<file path="src/rtl/mac_ctrl.sv">
// MAC sequencing controller: clears the accumulator and counter, then accepts num_terms operand pairs and pulses done.
// Optional abort input enabled by defining MAC_CTRL_ABORT_EN.
module mac_ctrl #(
  parameter int unsigned CNT_W = 4
) (
  input  logic             clk,
  input  logic             rst,
  input  logic             start,
  input  logic [CNT_W-1:0] num_terms,
  input  logic             in_valid,
  output logic             in_ready,
  input  logic [CNT_W-1:0] count_out,
`ifdef MAC_CTRL_ABORT_EN
  input  logic             abort,
`endif
  output logic             count_enb,
  output logic             count_reset,
  output logic             acc_clr,
  output logic             acc_en,
  output logic             busy,
  output logic             done
);

  localparam logic [1:0] S_IDLE  = 2'd0;
  localparam logic [1:0] S_CLEAR = 2'd1;
  localparam logic [1:0] S_RUN   = 2'd2;
  localparam logic [1:0] S_DONE  = 2'd3;

  logic [1:0]       r_state;
  logic [1:0]       w_state_nxt;
  logic [CNT_W-1:0] r_term;
  logic             w_abort;

`ifdef MAC_CTRL_ABORT_EN
  assign w_abort = abort;
`else
  assign w_abort = 1'b0;
`endif

  // State and captured term count
  always_ff @(posedge clk or posedge rst) begin
    if (rst) begin
      r_state <= S_IDLE;
      r_term  <= '0;
    end else begin
      r_state <= w_state_nxt;
      if (r_state == S_IDLE && start) begin
        r_term <= num_terms;
      end
    end
  end

  // Next state and outputs, decoded from the reset-cleared state register
  always_comb begin
    w_state_nxt = r_state;
    in_ready    = 1'b0;
    acc_en      = 1'b0;
    count_enb   = 1'b0;
    count_reset = 1'b0;
    acc_clr     = 1'b0;
    done        = 1'b0;
    busy        = (r_state != S_IDLE);
    case (r_state)
      S_IDLE: begin
        if (start) begin
          w_state_nxt = S_CLEAR;
        end
      end
      S_CLEAR: begin
        acc_clr     = 1'b1;
        count_reset = 1'b1;
        if (w_abort) begin
          w_state_nxt = S_IDLE;
        end else if (r_term != '0) begin
          w_state_nxt = S_RUN;
        end else begin
          w_state_nxt = S_DONE;
        end
      end
      S_RUN: begin
        // An aborted cycle must not look like an accepted handshake upstream
        if (w_abort) begin
          count_reset = 1'b1;
          w_state_nxt = S_IDLE;
        end else begin
          in_ready = 1'b1;
          if (in_valid) begin
            acc_en    = 1'b1;
            count_enb = 1'b1;
            if (count_out == r_term - CNT_W'(1)) begin
              w_state_nxt = S_DONE;
            end
          end
        end
      end
      S_DONE: begin
        done        = 1'b1;
        w_state_nxt = S_IDLE;
      end
      default: begin
        w_state_nxt = S_IDLE;
      end
    endcase
  end

endmodule

</file>
<file path="config.mk">
export PLATFORM = sky130hd
export DESIGN_NAME = mac_ctrl
export DESIGN_NICKNAME = d
export VERILOG_FILES = /design/src/rtl/mac_ctrl.sv
export SDC_FILE = /design/constraint.sdc
export NUM_CORES = 1
export LEC_CHECK = 0
export CORE_AREA = 2 2 39 41
export DETAILED_ROUTE_END_ITERATION = 10
export DIE_AREA = 0 0 41 43
export DONT_BUFFER_PORTS = 1
export PLACE_DENSITY = 0.51
export SETUP_SLACK_MARGIN = 0.3
export SLEW_MARGIN = 20
export SYNTH_ARGS = -nofsm -noshare
export SYNTH_HDL_FRONTEND = slang
export SYNTH_SLANG_ARGS = --single-unit
export TNS_END_PERCENT = 50
</file>
<file path="constraint.sdc">
create_clock -name clk -period 3.15 [get_ports clk]
set_clock_uncertainty 0.2 [all_clocks]
set_input_delay 0.1575 -clock clk [delete_from_list [all_inputs] [get_ports clk]]
set_output_delay 0.1575 -clock clk [all_outputs]
set_load 0.05 [all_outputs]
</file>
* Word level (Yosys, flattened, before mapping) *
Cells that the tools add are included.

operators by class
  equality and inequality tests = 7
  muxes and demuxes = 10
  reductions and logical operators = 5
  $add $sub $neg = 1

operator list
  cell                   number
  $pmux W2 S4            1
  $mux W1                6
  $mux W2                3
  $ne A2 B2 Y1 const B   3
  $eq A2 B2 Y1 const B   2
  $eq A4 B4 Y1           1
  $reduce_bool A4 Y1     1
  $sub A4 B1 Y4 const B  1
  $reduce_and A3 Y1      1
  $eq A2 B1 Y1 const B   1
  $logic_not A2 Y1       1
  $reduce_bool A2 Y1     1
  $logic_and A1 B1 Y1    1

storage, ports and cells
  register bits = 6
  word-level logic and storage cells = 25
  output and inout bits = 7

* Longest topological paths before layout *
Gate-level depths: netlist of the first run.

  depth in word-level cells = 5
  gate-level depth with buffers = 6
  depth with buffers taken out = 6

* Worst setup path after synthesis of the first run *
OpenSTA, ideal clock, no wires.

  path kind = flip-flop to output port
  start point = reg r_state[0]
  end point = out count_enb
  slack = 0.898 ns
  path buffers = 1
  arrival = 1.894 ns
  stages on the path, launching flop included = 5
  cells stage by stage = dfrtp_1 > inv_1 > ha_1 > and2_1 > buf_4

on the way
  longest elaborated chain between the ends = 2

RTL lines
  what                    RTL line  text
  from (decl)             29        logic [1:0] r_state;
  from (signal assigned)  46        r_state <= w_state_nxt;
  $eq A2 B2 Y1            n/a
  $mux W1                 n/a
  to (decl)               16        output logic count_enb,

No other way between the ends.

* Worst setup path after layout of the first run *
Same ends and word-level chain as after synthesis.

==> impl_metrics.env, run 1 <==
export IMPL_status="finished, final reports clean"
export IMPL_hold_buffers=6
export IMPL_die_w_um=41
export IMPL_min_period_ns=2.263
export IMPL_hp_class="in2reg"
export IMPL_route_met2_wl_um=427
export IMPL_min_from="in_valid"
export IMPL_die_area_mm2=0.001763
export IMPL_fin_nets=84
export IMPL_hold_viol=0
export IMPL_ys_types=21
export IMPL_clk_insertion_delay_late_ns=0.24
export IMPL_wl_per_cell_um=11.28
export IMPL_worstPathArrival_ns=1.91
export IMPL_synth_nets=73
export IMPL_rows=14
export IMPL_met3_length_um=75
export IMPL_gr_usage_all_layers_pct=12.79
export IMPL_routabilityCongestion=0.7042
export IMPL_syn2layout_area_growth_pct=19.39
export IMPL_cts_num_sinks=6
export IMPL_met1_length_um=388
export IMPL_cts_tree="built"
export IMPL_hold_path_endpoint="r_state[1]"
export IMPL_grt_pass1_vias=384
export IMPL_cts_resized=0
export IMPL_regToRegSetupSlack_ns=1.23
export IMPL_path_clk_slew_ns=0.04
export IMPL_place_ws_ns=1.134
export IMPL_endpoint_kind="primary output"
export IMPL_start_util_pct=38.25
export IMPL_multi_input_area_um2=334.1
export IMPL_h_tree_depth=1
export IMPL_vias=407
export IMPL_mostFrequentLayoutCell="inv_1"
export IMPL_critPathRequiredTime_ns=2.79
export IMPL_r2r_end="r_state[0]"
export IMPL_seqCellArea_um2=150.1
export IMPL_setup_ws_ns=0.8871
export IMPL_finalNonFillerCells=79
export IMPL_antenna_found_initial=0
export IMPL_io_pins=19
export IMPL_worstPathMaxFanout=7
export IMPL_drtIter0Drc=6
export IMPL_place_hpwl_um=733.6
export IMPL_layout_common_cells="8 x inv_1, 7 x ha_1, 6 x dlygate4sd3_1, 6 x dfrtp_1"
export IMPL_fill_cells=138
export IMPL_diodes=0
export IMPL_avgSynthCellArea_um2=9.801
export IMPL_syn_inst=54
export IMPL_maxCapViolCount=0
export IMPL_cts_made_buffers=3
export IMPL_wl_um=891
export IMPL_dr_pass1_iters=2
export IMPL_grt_overflow=0
export IMPL_postCtsSetupBuffers=0
export IMPL_clockBufferDepth=2
export IMPL_grt_max_degree=8
export IMPL_io_buffers=0
export IMPL_finalSetupViolCount=0
export IMPL_drive_above_1_share_pct=19.05
export IMPL_hold_depth=3
export IMPL_synth_warnings=0
export IMPL_top_layer_used="met3"
export IMPL_via_per_inst=5.152
export IMPL_path_class="reg2out"
export IMPL_synth_yosys_seq_area_share_pct=28.37
export IMPL_syn_cell_area_um2=529.3
export IMPL_fin_crit_sh_pct=71.84
export IMPL_rsz0062_at_grt="false"
export IMPL_die_h_um=43
export IMPL_final_max_slew_viol_count=0
export IMPL_grt_pass1_wl_mm=1.483
export IMPL_placed_cells=70
export IMPL_worstMarginPinSlew_ns=0.6776
export IMPL_fmax_ghz=0.4419
export IMPL_clk_root_buffer_cell="clkbuf_4"
export IMPL_cp_start_kind="flip-flop"
export IMPL_setup_tns_ns=0
export IMPL_antenna_left=0
export IMPL_rr_startpoint="r_state[0]"
export IMPL_ys_ff_latch=6
export IMPL_core_area_mm2=0.001384
export IMPL_fin_util_pct=45.66
export IMPL_slew_headroom_pct=54.82
export IMPL_reg2reg_depth=5
export IMPL_drc_errors=0
-- critical path, cell delays in order, from the launching register on --
cell,delay [ns]
dfrtp_1,0.39
inv_1,0.15
ha_1,0.62
and2_1,0.22
buf_4,0.28
-- how the worst max path moves through the flow --
stage               start   endpoint  slack [ns]  cells past startpoint
5_1_grt        r_state[0]     acc_en        0.80                      4
3_3_place_gp   r_state[0]     acc_en        1.16                      4
6_report       r_state[0]  count_enb        0.89                      4
3_5_place_dp   r_state[0]  count_enb        1.13                      4
4_1_cts        r_state[0]  count_enb        0.88                      4
2_1_floorplan  r_state[0]  count_enb        0.90                      4
-- synthesized netlist by cell type, drive strengths merged --
master  instances  area (um2)
and3            1       6.260
o311a           1       10.01
and2            1       6.260
buf             2       15.01
inv             8       30.03
nand2           2       7.510
nor3            3       25.02
mux2            4       45.04
o211ai          1       7.510
dfrtp           6       150.1
a311oi          1       8.760
xor3            1       25.02
a31oi           2       12.51
nor2            2       7.510
nor2b           1       6.260
xnor2           2       17.52
nand3           4       20.02
ha              7       87.58
xor2            3       26.28
o31ai           2       15.01
-- layer usage --
metal | up-vias | track usage [%]
li1 | 204 | -
met1 | 188 | 16.67
met2 | 15 | 17.50
met3 | 0 | 8.901
met4 | 0 | 2.000
met5 | - | 0
-- cells by family after synthesis --
family	count (synthesis)	share of synthesized area (%)
AND/OR/NAND/NOR	14	14.90
buffers and inverters	10	8.510
AO/OA/AOI/OAI	7	10.17
adder cells (fa/ha/maj)	7	16.55
XOR/XNOR	6	13.00
flip-flops	6	28.37
multiplexers	4	8.510
-- state kept, by name (all words and copies together) (netlist names) --
register  flops
r_state       2
r_term        4
-- metrics by stage --
| step | hold WS, ns | instance area [um2] |
|---|---|---|
| floorplan | -0.2515 | 529.3 |
| global placement | -0.2285 | 549.3 |
| detailed placement | -0.2261 | 549.3 |
| CTS | 0.02466 | 631.9 |
| global route | 0.03223 | 631.9 |
| finish | 0.02510 | 631.9 |
-- cell type report --
cell class / count / area share, %
timing repair buffer: 8 / 11.88
tap: 16 / 3.168
clock buffer: 3 / 3.564
inverter: 8 / 4.752
sequential: 6 / 23.76
multi-input combinational: 38 / 52.87
Power of run 1 is not shown: default switching activity piles up to over one toggle a cycle in this logic, so the estimate is an artifact.
==> inputs of run 2 (changes only) <==
PLACE_DENSITY = 0.53   (was 0.51)
clock period = 1.85 ns   (was 3.15 ns; I/O delays follow)
==> impl_metrics.env, run 2 (synthesis results as in run 1) <==
export IMPL_status="finished, final reports clean"
export IMPL_drive_above_1_share_pct=42.31
export IMPL_gr_usage_all_layers_pct=16.77
export IMPL_cp_start_kind="flip-flop"
export IMPL_slew_headroom_pct=67.67
export IMPL_dpl_cell_area_um2=585.6
export IMPL_final_max_slew_viol_count=0
export IMPL_routabilityCongestion=0.7592
export IMPL_total_leakage_power_nw=0.3707
export IMPL_reg_top3="r_term x4, r_state x2"
export IMPL_die_w_um=41
export IMPL_setup_tns_ns=0
export IMPL_grt_pass1_wl_mm=2.007
export IMPL_clockBufferDepth=2
export IMPL_crit_slowest_cell="dfrtp_1"
export IMPL_cts_num_sinks=6
export IMPL_place_hpwl_um=834.4
export IMPL_layout_common_cells="11 x buf_4, 9 x dlygate4sd3_1, 5 x inv_1, 5 x dfrtp_1"
export IMPL_io_buffers=0
export IMPL_fmax_ghz=0.6235
export IMPL_fin_crit_sh_pct=86.69
export IMPL_worstPathArrival_ns=1.57
export IMPL_grt_pass1_vias=499
export IMPL_rows=14
export IMPL_endpoint_kind="flip-flop"
export IMPL_worstMarginPinSlew_ns=0.4861
export IMPL_grt_overflow=0
export IMPL_top_register="r_term"
export IMPL_largest_reg_flops=4
export IMPL_worst_path_most_repeated_cell="a31oi_1"
export IMPL_path_buf_inv=1
export IMPL_drtIter0Drc=2
export IMPL_p_per_area_mw_per_mm2=2061
export IMPL_h_tree_depth=1
export IMPL_slowest_delay_ns=0.39
export IMPL_hp_class="in2reg"
export IMPL_finalSetupViolCount=0
export IMPL_path_class="reg2reg"
export IMPL_clk_insertion_delay_late_ns=0.24
export IMPL_rsz0062_at_grt="true"
export IMPL_dr_pass1_iters=4
export IMPL_finalNonFillerCells=94
export IMPL_die_area_mm2=0.001763
export IMPL_hold_viol=0
export IMPL_crit_family="flip-flops"
export IMPL_syn2layout_area_growth_pct=51.54
export IMPL_maxCapViolCount=0
export IMPL_min_period_ns=1.604
export IMPL_fin_area_um2=802.0
export IMPL_clk_root_buffer_cell="clkbuf_4"
export IMPL_die_h_um=43
export IMPL_core_area_mm2=0.001384
export IMPL_fin_nets=98
export IMPL_antenna_found_initial=0
export IMPL_mostFrequentLayoutCell="buf_4"
export IMPL_io_pins=19
export IMPL_critPathRequiredTime_ns=1.82
export IMPL_antenna_left=0
export IMPL_wl_per_cell_um=13.13
export IMPL_ir_worst_vdd_mv=0.8442
export IMPL_placed_cells=72
export IMPL_crit_chain="inv_2 -> ha_1 -> xor3_2 -> nor3_2 -> a31oi_1 -> a31oi_1"
export IMPL_wl_mm=1.234
export IMPL_drc_errors=0
export IMPL_path_clk_slew_ns=0.05
export IMPL_place_ws_ns=0.1327
export IMPL_vias=476
export IMPL_diodes=0
export IMPL_grt_max_degree=7
export IMPL_worstPathMaxFanout=4
export IMPL_via_per_inst=5.064
export IMPL_cts_made_buffers=3
export IMPL_setup_ws_ns=0.2462
export IMPL_cts_tree="built"
export IMPL_start_util_pct=38.25
[run 2: cell types whose count changed in the layout (fill, tap and decap cells not counted), moves of 2 or more]
cell           delta
buf_4             +9
buf_6             +2
dlygate4sd3_1     +3
ha_1              -3
ha_4              +2
inv_1             -3
inv_2             +3
[run 2: path summary, 6_finish.rpt]
path | startpoint | end | slack [ns] | cells past startpoint
worst max-delay path | r_term[1] | r_state[0] | 0.25 | 6
worst min-delay path | start | r_term[3] | 0.03 | 2
worst max register to register | r_term[1] | r_state[0] | 0.25 | 6
worst min register to register | r_term[3] | r_term[3] | 0.38 | 1
max in group asynchronous | rst | r_term[0] | 0.76 | 3
min in group asynchronous | rst | r_state[0] | 0.52 | 3
[run 2: where the power goes]
group          leakage, nW  switching (mW)  internal [mW]
logic                0.286           0.707          0.557
clock network       0.0150          0.0470         0.0817
registers           0.0695          0.0550          0.205
[run 2: what timing repair did]
item / in CTS / in global routing
resized for setup: 3 / 5
setup endpoints to repair: 5 / 12
hold endpoints to repair: 12 / 0
hold buffers: 9 / 0
pin swaps: 2 / 3
setup buffers: 5 / 4
[run 2: cell type report]
type	count	area (um2)
Fill cell	132	581.8
Tap cell	16	20.02
Inverter	8	30.03
Sequential cell	6	151.4
Multi-Input combinational cell	38	379.1
Timing Repair Buffer	22	195.2
Clock buffer	4	26.28
[run 2: metal layers]
layer / part of all wire, % / track usage, % / wire, um / up-vias
met1: 37 / 19.06 / 462 / 225
met2: 54 / 26.56 / 666 / 17
met4: 2.5 / 6.000 / 31 / 0
li1: - / - / - / 230
met3: 5.8 / 7.330 / 72 / 4
met5: 0 / 0 / 0 / -
[run 2: metrics by stage]
stage / total power [mW] / hold WS (ns) / utilization [%]
4_1_cts: 1.547 / 0.01427 / 54.34
5_1_grt: 1.783 / 0.04747 / 57.96
2_1_floorplan: 1.134 / -0.3166 / -
3_5_place_dp: 1.282 / -0.2921 / 42.31
3_3_place_gp: 1.275 / -0.2874 / 42.31
6_report: 1.653 / 0.02681 / 57.96
No activity file was read; power rests on OpenSTA's default activity.
